--- src/rtl/intr_priority_ctrl_pkg.sv ---
// Shared types and constants for the interrupt priority controller.
// Holds the controller state encoding and vector limits.
package intc_pkg;

  typedef enum logic [2:0] {
    IDLE    = 3'd0,
    REQ     = 3'd1,
    SVC     = 3'd2,
    NMI_REQ = 3'd3,
    NMI_SVC = 3'd4
  } state_e;

  localparam logic [3:0] NMI_VECTOR = 4'hF;
  localparam int         MAX_IRQ    = 15;

endpackage

--- src/rtl/intr_priority_ctrl_if.sv ---
// Request-source / CPU bundle of the interrupt priority controller.
// The slave modport is the controller; the master modport is its environment.
interface intr_priority_ctrl_if #(parameter int NUM_IRQ = 8);

  logic               nmi_req;
  logic [NUM_IRQ-1:0] irq_req;
  logic [NUM_IRQ-1:0] irq_mask;
  logic               global_ie;
  logic               cpu_int_ack;
  logic               cpu_eoi;
  logic               cpu_int_req;
  logic [3:0]         int_vector;
  logic [NUM_IRQ-1:0] irq_pending;
  logic               in_service;

  modport master (
    output nmi_req, irq_req, irq_mask, global_ie, cpu_int_ack, cpu_eoi,
    input  cpu_int_req, int_vector, irq_pending, in_service
  );

  modport slave (
    input  nmi_req, irq_req, irq_mask, global_ie, cpu_int_ack, cpu_eoi,
    output cpu_int_req, int_vector, irq_pending, in_service
  );

endinterface

--- src/rtl/intr_priority_ctrl_encoder.sv ---
// Fixed-priority encoder: the lowest set request index wins.
// valid is high whenever any request bit is set.
module irq_priority_encoder #(
  parameter int N     = 8,
  parameter int IDX_W = 4
) (
  input  logic [N-1:0]     req,
  output logic             valid,
  output logic [IDX_W-1:0] idx
);

  always_comb begin
    idx = '0;
    // Scan downwards so the lowest index is the last assignment to stick.
    for (int i = N - 1; i >= 0; i--) begin
      if (req[i]) idx = IDX_W'(i);
    end
  end

  assign valid = |req;

endmodule

--- src/rtl/intr_priority_ctrl.sv ---
// Interrupt priority controller: NMI plus NUM_IRQ maskable sources, fixed priority,
// one CPU request line with a registered vector and single-level NMI nesting over SVC.
module intr_priority_ctrl
  import intc_pkg::*;
#(
  parameter int NUM_IRQ = 8
) (
  input logic                 clk,
  input logic                 rst,
  intr_priority_ctrl_if.slave bus
);

  state_e             state, state_nx;
  logic               nmi_pend, nmi_pend_nx;
  logic [NUM_IRQ-1:0] irq_pend, irq_pend_nx;
  logic [NUM_IRQ-1:0] eligible, ack_clr;
  logic               nested, nested_nx;
  logic [3:0]         saved_vec, saved_vec_nx;
  logic [3:0]         vec, vec_nx;
  logic               int_req, int_req_nx;
  logic               clr_irq, clr_nmi;
  logic               win_valid;
  logic [3:0]         win_idx;

  assign eligible = irq_pend & ~bus.irq_mask & {NUM_IRQ{bus.global_ie}};

  irq_priority_encoder #(
    .N     (NUM_IRQ),
    .IDX_W (4)
  ) u_enc (
    .req   (eligible),
    .valid (win_valid),
    .idx   (win_idx)
  );

  // The frozen vector identifies which pending latch the acknowledge retires.
  always_comb begin
    ack_clr = '0;
    for (int i = 0; i < NUM_IRQ; i++) begin
      ack_clr[i] = clr_irq && (vec == 4'(i));
    end
  end

  // A new pulse wins over a same-cycle clear so no request is lost.
  assign irq_pend_nx = (irq_pend & ~ack_clr) | bus.irq_req;
  assign nmi_pend_nx = (nmi_pend & ~clr_nmi) | bus.nmi_req;

  always_comb begin
    state_nx     = state;
    int_req_nx   = int_req;
    vec_nx       = vec;
    nested_nx    = nested;
    saved_vec_nx = saved_vec;
    clr_irq      = 1'b0;
    clr_nmi      = 1'b0;
    unique case (state)
      IDLE: begin
        if (nmi_pend) begin
          state_nx   = NMI_REQ;
          int_req_nx = 1'b1;
          vec_nx     = NMI_VECTOR;
        end else if (win_valid) begin
          state_nx   = REQ;
          int_req_nx = 1'b1;
          vec_nx     = win_idx;
        end
      end
      REQ: begin
        if (bus.cpu_int_ack) begin
          clr_irq    = 1'b1;
          int_req_nx = 1'b0;
          state_nx   = SVC;
        end
      end
      SVC: begin
        // An EOI retires the handler first; a waiting NMI is then taken from IDLE.
        if (bus.cpu_eoi) begin
          state_nx = IDLE;
        end else if (nmi_pend) begin
          state_nx     = NMI_REQ;
          nested_nx    = 1'b1;
          saved_vec_nx = vec;
          int_req_nx   = 1'b1;
          vec_nx       = NMI_VECTOR;
        end
      end
      NMI_REQ: begin
        if (bus.cpu_int_ack) begin
          clr_nmi    = 1'b1;
          int_req_nx = 1'b0;
          state_nx   = NMI_SVC;
        end
      end
      NMI_SVC: begin
        if (bus.cpu_eoi) begin
          nested_nx = 1'b0;
          if (nested) begin
            state_nx = SVC;
            vec_nx   = saved_vec;
          end else begin
            state_nx = IDLE;
          end
        end
      end
      default: state_nx = IDLE;
    endcase
  end

  always_ff @(posedge clk or posedge rst) begin
    if (rst) begin
      state     <= IDLE;
      nmi_pend  <= 1'b0;
      irq_pend  <= '0;
      nested    <= 1'b0;
      saved_vec <= 4'h0;
      vec       <= 4'h0;
      int_req   <= 1'b0;
    end else begin
      state     <= state_nx;
      nmi_pend  <= nmi_pend_nx;
      irq_pend  <= irq_pend_nx;
      nested    <= nested_nx;
      saved_vec <= saved_vec_nx;
      vec       <= vec_nx;
      int_req   <= int_req_nx;
    end
  end

  assign bus.cpu_int_req = int_req;
  assign bus.int_vector  = vec;
  assign bus.irq_pending = irq_pend;
  assign bus.in_service  = (state == SVC) || (state == NMI_SVC);

endmodule

--- src/flat_wrapper.sv ---
// flat-port wrapper written by rule: the top's interface ports become plain ports
module intr_priority_ctrl_flat import intc_pkg::*;
#(
  parameter int NUM_IRQ = 8
)
  (clk, rst, bus_nmi_req, bus_irq_req, bus_irq_mask, bus_global_ie, bus_cpu_int_ack, bus_cpu_eoi, bus_cpu_int_req, bus_int_vector, bus_irq_pending, bus_in_service);
  intr_priority_ctrl_if #(.NUM_IRQ(NUM_IRQ)) bus_i ();
  input logic clk;
  input logic rst;
  input wire logic [$bits(bus_i.nmi_req)-1:0] bus_nmi_req;
  input wire logic [$bits(bus_i.irq_req)-1:0] bus_irq_req;
  input wire logic [$bits(bus_i.irq_mask)-1:0] bus_irq_mask;
  input wire logic [$bits(bus_i.global_ie)-1:0] bus_global_ie;
  input wire logic [$bits(bus_i.cpu_int_ack)-1:0] bus_cpu_int_ack;
  input wire logic [$bits(bus_i.cpu_eoi)-1:0] bus_cpu_eoi;
  output wire logic [$bits(bus_i.cpu_int_req)-1:0] bus_cpu_int_req;
  output wire logic [$bits(bus_i.int_vector)-1:0] bus_int_vector;
  output wire logic [$bits(bus_i.irq_pending)-1:0] bus_irq_pending;
  output wire logic [$bits(bus_i.in_service)-1:0] bus_in_service;
  assign bus_i.nmi_req = bus_nmi_req;
  assign bus_i.irq_req = bus_irq_req;
  assign bus_i.irq_mask = bus_irq_mask;
  assign bus_i.global_ie = bus_global_ie;
  assign bus_i.cpu_int_ack = bus_cpu_int_ack;
  assign bus_i.cpu_eoi = bus_cpu_eoi;
  assign bus_cpu_int_req = bus_i.cpu_int_req;
  assign bus_int_vector = bus_i.int_vector;
  assign bus_irq_pending = bus_i.irq_pending;
  assign bus_in_service = bus_i.in_service;
  intr_priority_ctrl #(.NUM_IRQ(NUM_IRQ)) u_core (.clk(clk), .rst(rst), .bus(bus_i));
endmodule
--- config.mk ---
export PLATFORM = sky130hd
export DESIGN_NAME = intr_priority_ctrl_flat
export DESIGN_NICKNAME = d
export VERILOG_FILES = /design/src/rtl/intr_priority_ctrl_pkg.sv /design/src/rtl/intr_priority_ctrl_if.sv /design/src/rtl/intr_priority_ctrl_encoder.sv /design/src/rtl/intr_priority_ctrl.sv /design/src/flat_wrapper.sv
export SDC_FILE = /design/constraint.sdc
export NUM_CORES = 1
export LEC_CHECK = 0
export ABC_AREA = 1
export CAP_MARGIN = 20
export CELL_PAD_IN_SITES_DETAIL_PLACEMENT = 2
export CELL_PAD_IN_SITES_GLOBAL_PLACEMENT = 2
export CORE_MARGIN = 1
export CORE_UTILIZATION = 23
export CTS_CLUSTER_SIZE = 20
export DETAILED_ROUTE_END_ITERATION = 10
export GPL_TIMING_DRIVEN = 0
export PLACE_DENSITY = 0.78
export SYNTH_ARGS = -nofsm -noshare
export SYNTH_HDL_FRONTEND = slang
export SYNTH_HIERARCHICAL = 1
export SYNTH_SLANG_ARGS = --single-unit
export TNS_END_PERCENT = 20
--- constraint.sdc ---
create_clock -name clk -period 1.5 [get_ports clk]
set_input_delay 0.15 -clock clk [delete_from_list [all_inputs] [get_ports clk]]
set_output_delay 0.15 -clock clk [all_outputs]
set_load 0.01 [all_outputs]
# After elaboration in Yosys (flattened, before gate mapping)
# Index checks and enable logic that the tools add are counted.
word_totals:
  ff_bits: 22
  input_bits: 22
  out_inout_bits: 14
op_classes:
  n_eq_ne: 20
  n_mux: 35
  n_bitwise: 10
  n_reduce_logical: 21
op_table:
  columns: ["op", "n"]
  rows:
  - ["two-way mux 4 bit", 13]
  - ["bitwise AND 8 bit", 3]
  - ["two-way mux 3 bit", 8]
  - ["equality test 4 x 3 -> 1 bit, second input constant", 4]
  - ["NOT 8 bit", 2]
  - ["one-hot mux 3 bit (5 select lines)", 1]
  - ["one-hot mux 4 bit (3 select lines)", 1]
  - ["AND reduction 5 bit", 2]
  - ["two-way mux 1 bit", 9]
  - ["equality test 4 x 2 -> 1 bit, second input constant", 2]
  - ["logical AND 1 bit", 8]
  - ["inequality test 2 bit, second input constant", 4]
  - ["OR 8 bit", 1]
  - ["OR reduction 8 bit", 1]
  - ["equality test 3 x 2 -> 1 bit, second input constant", 2]
  - ["inequality test 2 x 1 -> 1 bit, second input constant", 3]
  - ["inequality test 3 x 2 -> 1 bit, second input constant", 2]
  - ["AND reduction 6 bit", 1]
  - ["nonzero test 3 bit", 2]
  - ["equality test 4 x 1 -> 1 bit, second input constant", 1]
  - ["logical NOT 4 bit", 1]
  - ["AND reduction 4 bit", 1]
  - ["equality test 3 x 1 -> 1 bit, second input constant", 1]
  - ["equality test 3 bit, second input constant", 1]
  - ["11 further kinds", 12]

# Longest topological paths before layout
depth:
  word_depth: 14
  ltp_mapped: 15

# Hierarchy
# Netlist, hierarchy kept.
by_module_without_submodules:
  columns: ["module", "instances", "cells_per_inst", "area_per_inst_um2", "seq_area_each_um2"]
  rows:
  - ["intr_priority_ctrl", 1, 174, 1256.2, 550.5]
  - ["irq_priority_encoder", 1, 24, 110.1, 0.0]

# Worst setup path before layout
# Ideal clock, no wire load.
synth_timing:
  kind: "reg2reg"
  from: "register u_core.irq_pend[6], in the netlist u_core/bus.irq_pending[6]"
  to: "register u_core.vec[2], in the netlist u_core/bus.int_vector[2]"
  setup_time_ps: 117
  arrival_time_ps: 1424
  t_required_ps: 1383
  slack_ps: -41
  stages_incl_launch_ff: 11
  n_path_buf: 0
  period_less_slack_ps: 1541
  path_cell_list: "dfrtp_1 -> nand2_1 -> nor2_1 -> or2_1 -> nor3_2 -> nor2_1 -> or2_2 -> nand2_1 -> nand3_1 -> nand3_1 -> nand2_1"
synth_between:
  elab_chain_cells: 12
  elab_cells_between_ends: 15
  classes_between: "eq/ne: 1; mux: 10; bitwise: 2; reduce/logical: 2"
synth_lines:
  columns: ["element", "line_no", "text"]
  rows:
  - ["start, declared", "intr_priority_ctrl.sv:15", "logic [NUM_IRQ-1:0] irq_pend, irq_pend_nx;"]
  - ["start signal, assigned", "intr_priority_ctrl.sv:121", "irq_pend <= irq_pend_nx;"]
  - ["bitwise AND 8 bit (2 in a row)", "intr_priority_ctrl.sv:25", "assign eligible = irq_pend & ~bus.irq_mask & {NUM_IRQ{bus.global_ie}};"]
  - ["net u_core.eligible[6]", "intr_priority_ctrl.sv:16", "logic [NUM_IRQ-1:0] eligible, ack_clr;"]
  - ["two-way mux 4 bit (7 in a row)", "intr_priority_ctrl_encoder.sv:16", "if (req[i]) idx = IDX_W'(i);"]
  - ["net u_core.win_idx[2]", "intr_priority_ctrl.sv:23", "logic [3:0] win_idx;"]
  - ["two-way mux 4 bit", "intr_priority_ctrl.sv:62", "end else if (win_valid) begin"]
  - ["two-way mux 4 bit", "intr_priority_ctrl.sv:58", "if (nmi_pend) begin"]
  - ["one-hot mux 4 bit (3 select lines)", "intr_priority_ctrl.sv:56", "unique case (state)"]
  - ["end signal, assigned", "intr_priority_ctrl.sv:124", "vec <= vec_nx;"]
  - ["end, declared", "intr_priority_ctrl.sv:19", "logic [3:0] vec, vec_nx;"]
# The timed path passes the listed nets, and every way through them passes these cells. The select of a mux whose other input is x is not followed.
# A chain may end at the register's enable or synchronous reset.

# Worst setup path in the final report
layout_timing:
  from: "register u_core.state[2]"
  to: "output bus_in_service"
layout_between:
  elab_chain_cells: 2
  elab_cells_between_ends: 3
  classes_between: "eq/ne: 2; reduce/logical: 1"
layout_lines:
  columns: ["element", "line_no", "text"]
  rows:
  - ["start, declared", "intr_priority_ctrl.sv:13", "state_e state, state_nx;"]
  - ["start signal, assigned", "intr_priority_ctrl.sv:119", "state <= state_nx;"]
  - ["equality test 3 x 2 -> 1 bit or equality test 3 bit (tied branches)", "intr_priority_ctrl.sv:132", "assign bus.in_service = (state == SVC) || (state == NMI_SVC);"]
  - ["logical OR 1 bit *", "intr_priority_ctrl.sv:132", null]
  - ["end, declared", "flat_wrapper.sv:19", "output wire logic [$bits(bus_i.in_service)-1:0] bus_in_service;"]
# Every way passes the cells marked *; elsewhere a longest branch is shown, timed or not.

==> qor.yml <==
hold_path:
  hold_path.class: "in2async"
synthesis:
  synth_cell_types: 26
  yosysSeqAreaShare: 0.4029
  syn-mean-instance-area_sq_um: 6.901
  synth_area_sq_um: 1366
  synth_area_leaders: "dfrtp_1 40%, nand2_1 18%, inv_1 8.5%, nand3_1 6.6%, nor2_1 4.9%"
  netlist_instances: 198
  ys_ff_latch: 22
  yosysWarningCount: 6
  synth_top_area_cell: "dfrtp_1"
  netlist.area_leader.share: 0.4029
  synth_nets: 220
detailed_routing:
  drc: 0
  wirelength_um: 4648
  wl_per_cell_um: 14.95
  antenna_left: 0
  via_per_inst: 4.588
  vias: 1427
  drt-pass1-iter-count: 4
  drt_iter0_drc: 31
cts:
  cts_root_buffer: "clkbuf_8"
  path_clk_slew_ns: 0.09
  cts_tree: "built"
  ctsHoldBuffers: 0
  ctsLongestPathBuffers: 2
  cts_buffers: 3
  cts.sinks: 22
  insertion_delay_ns: 0.27
  htreeDepth: 1
critical_path:
  worst-path-buf-inv: 1
  cp.required_ns: 1.35
  critPathMaxStageDelay_ns: 0.43
  crit_chain: "nor2_2 > nand2_1 > nand2_1 > dlygate4sd2_1"
  cp.arrival_ns: 1.54
  endpoint_kind: "primary output"
  cp-start-kind: "flop"
  crit_type: "reg2out"
  path_max_fanout: 5
  path_common_cell: "nand2_1"
  path_delay_family: "simple AND/OR/NAND/NOR gates"
  slowest_stage: "dfrtp_1"
place:
  dp_hpwl_um: 3591
  portBuffers: 34
  gp_congestion: 0.7812
  place_ws_ns: -0.3826
  dp_cells: 304
sta:
  slew_headroom: 0.4095
  worst_slack_ns: -0.1895
  period_minus_slack_ns: 1.689
  setup_tns_ns: -1.391
  finalSetupViolations: 8
  worstMarginPinSlew_ns: 0.8848
  max_freq_mhz: 591.9
  finalHoldViolCount: 0
  grt_setup_unrepaired: "yes"
  finalCritPeriodShare: 1.126
  finClkSkew_ns: 0.006748
  slew_violations: 0
floorplanning:
  io_pins: 36
  core_sq_um: 5608
  start_util: 0.2436
  die_y_um: 79.08
  row_count: 27
  die_w_um: 79.08
  die_area_sq_um: 6253
power:
  power_density_nw_per_um2: 1604
  leakagePower_nw: 0.9345
  ir_worst_vdd_uv: 726.5
grt:
  grt_pass1_vias: 1567
  grt_max_degree: 23
  grt_antenna_before_repair: 0
  overflow: 0
  grt_pass1_wl_um: 7810
  track_usage: 0.1632
finish:
  diodes: 0
  postLayoutCoreUtil: 0.3461
  area_growth_pct: 42.03
  nets: 262
  drive_gt1_frac: 0.1590
  instances_no_fill: 311
  final_common_cell: "nand2_1"
  final_cell_mix: "61 x nand2_1, 32 x clkdlybuf4s50_1, 31 x inv_1"
flow_run:
  cap_violations: 0
status:
  outcome: "finished, violations left"
  violations: "setup timing"
[synth_stat cells, drive strengths merged]
library cell   n
nand3         21
a31oi          1
dfrtp         22
buf            3
clkbuf         1
o21bai         1
inv           32
nand2         69
o21ai         11
or2            4
a21oi          3
nor3           3
conb           1
nand4          4
nor2          22
[power by group]
| part | internal, mW | total (mW) | switching [mW] | leakage (nW) |
|---|---|---|---|---|
| Combinational | 0.605 | 1.54 | 0.938 | 0.667 |
| Clock | 0.357 | 0.569 | 0.212 | 0.0357 |
| Sequential | 0.791 | 1.00 | 0.209 | 0.232 |
[through the flow]
step | hold WS (ns) | total power [mW] | area, sq um
after floorplan | 0.1392 | 1.893 | 1366
after global placement | 0.4598 | 2.401 | 1797
after detailed placement | 0.4665 | 2.463 | 1797
after CTS | 0.3999 | 3.101 | 1904
after global routing | 0.4264 | 3.375 | 1941
final | 0.3636 | 3.112 | 1941
[cell type report]
class | instances | area, sq um
Buffer | 4 | 33.78
Clock buffer | 3 | 41.29
Clock inverter | 1 | 30.03
Fill cell | 689 | 3667
Inverter | 32 | 122.6
Multi-Input combinational cell | 140 | 704.4
Sequential cell | 22 | 554.3
Tap cell | 72 | 90.09
Timing Repair Buffer | 37 | 364.1
[sequential cells by signal, indices dropped and copies added, names as in the netlist]
name,flops
u_core/bus.int_vector,4
u_core/bus.cpu_int_req,1
u_core/saved_vec,4
u_core/nmi_pend,1
u_core/bus.irq_pending,8
u_core/state,3
u_core/nested,1
[metal layers]
| layer | wire, um | vias up | track usage |
|---|---|---|---|
| met1 | 2136 | 715 | 0.2148 |
| met2 | 2388 | 17 | 0.2897 |
| met5 | 0 | - | 0 |
| met3 | 89 | 2 | 0.01034 |
| li1 | - | 693 | - |
| met4 | 34 | 0 | 0.03818 |
[kinds of logic (layout without fill, tap and decap cells)]
kind of cell / after synthesis / after routing / synth area share
DFF: 22 / 22 / 0.4029
AOI/OAI and AO/OA: 16 / 16 / 0.06136
buffers and inverters: 36 / 77 / 0.1126
other: 1 / 1 / 0.002745
and+or+nand+nor: 123 / 123 / 0.4203
[worst register-to-register path, delay by kind of cell, from the launching register on]
family | cells | cell delay, ns
buf+inv | 1 | 0.06
flops | 1 | 0.41
simple gates | 11 | 1.17
[final timing paths]
path	start	to	slack, ns	depth (start not counted)
setup / recovery	u_core/state[2]$_DFFE_PP0P_	bus_in_service	-0.19	4
hold / removal	rst	u_core/bus.irq_pending[0]$_DFF_PP0_	0.36	2
setup reg to reg	u_core/bus.irq_pending[7]$_DFF_PP0_	u_core/bus.int_vector[1]$_DFFE_PP0P_	-0.18	12
hold reg to reg	u_core/saved_vec[3]$_DFFE_PP0P_	u_core/saved_vec[3]$_DFFE_PP0P_	0.48	2
max in group asynchronous	rst	u_core/state[0]$_DFFE_PP0P_	0.53	2
min in group clk	bus_irq_req[5]	u_core/bus.irq_pending[5]$_DFF_PP0_	0.40	3
[timing repair]
action / CTS / global route
resized for setup: 10 / 14
buffers inserted: 2 / 1
pin swaps: 8 / 2
endpoints found under the setup margin: 14 / 18
No activity file was read; power rests on OpenSTA's default activity.
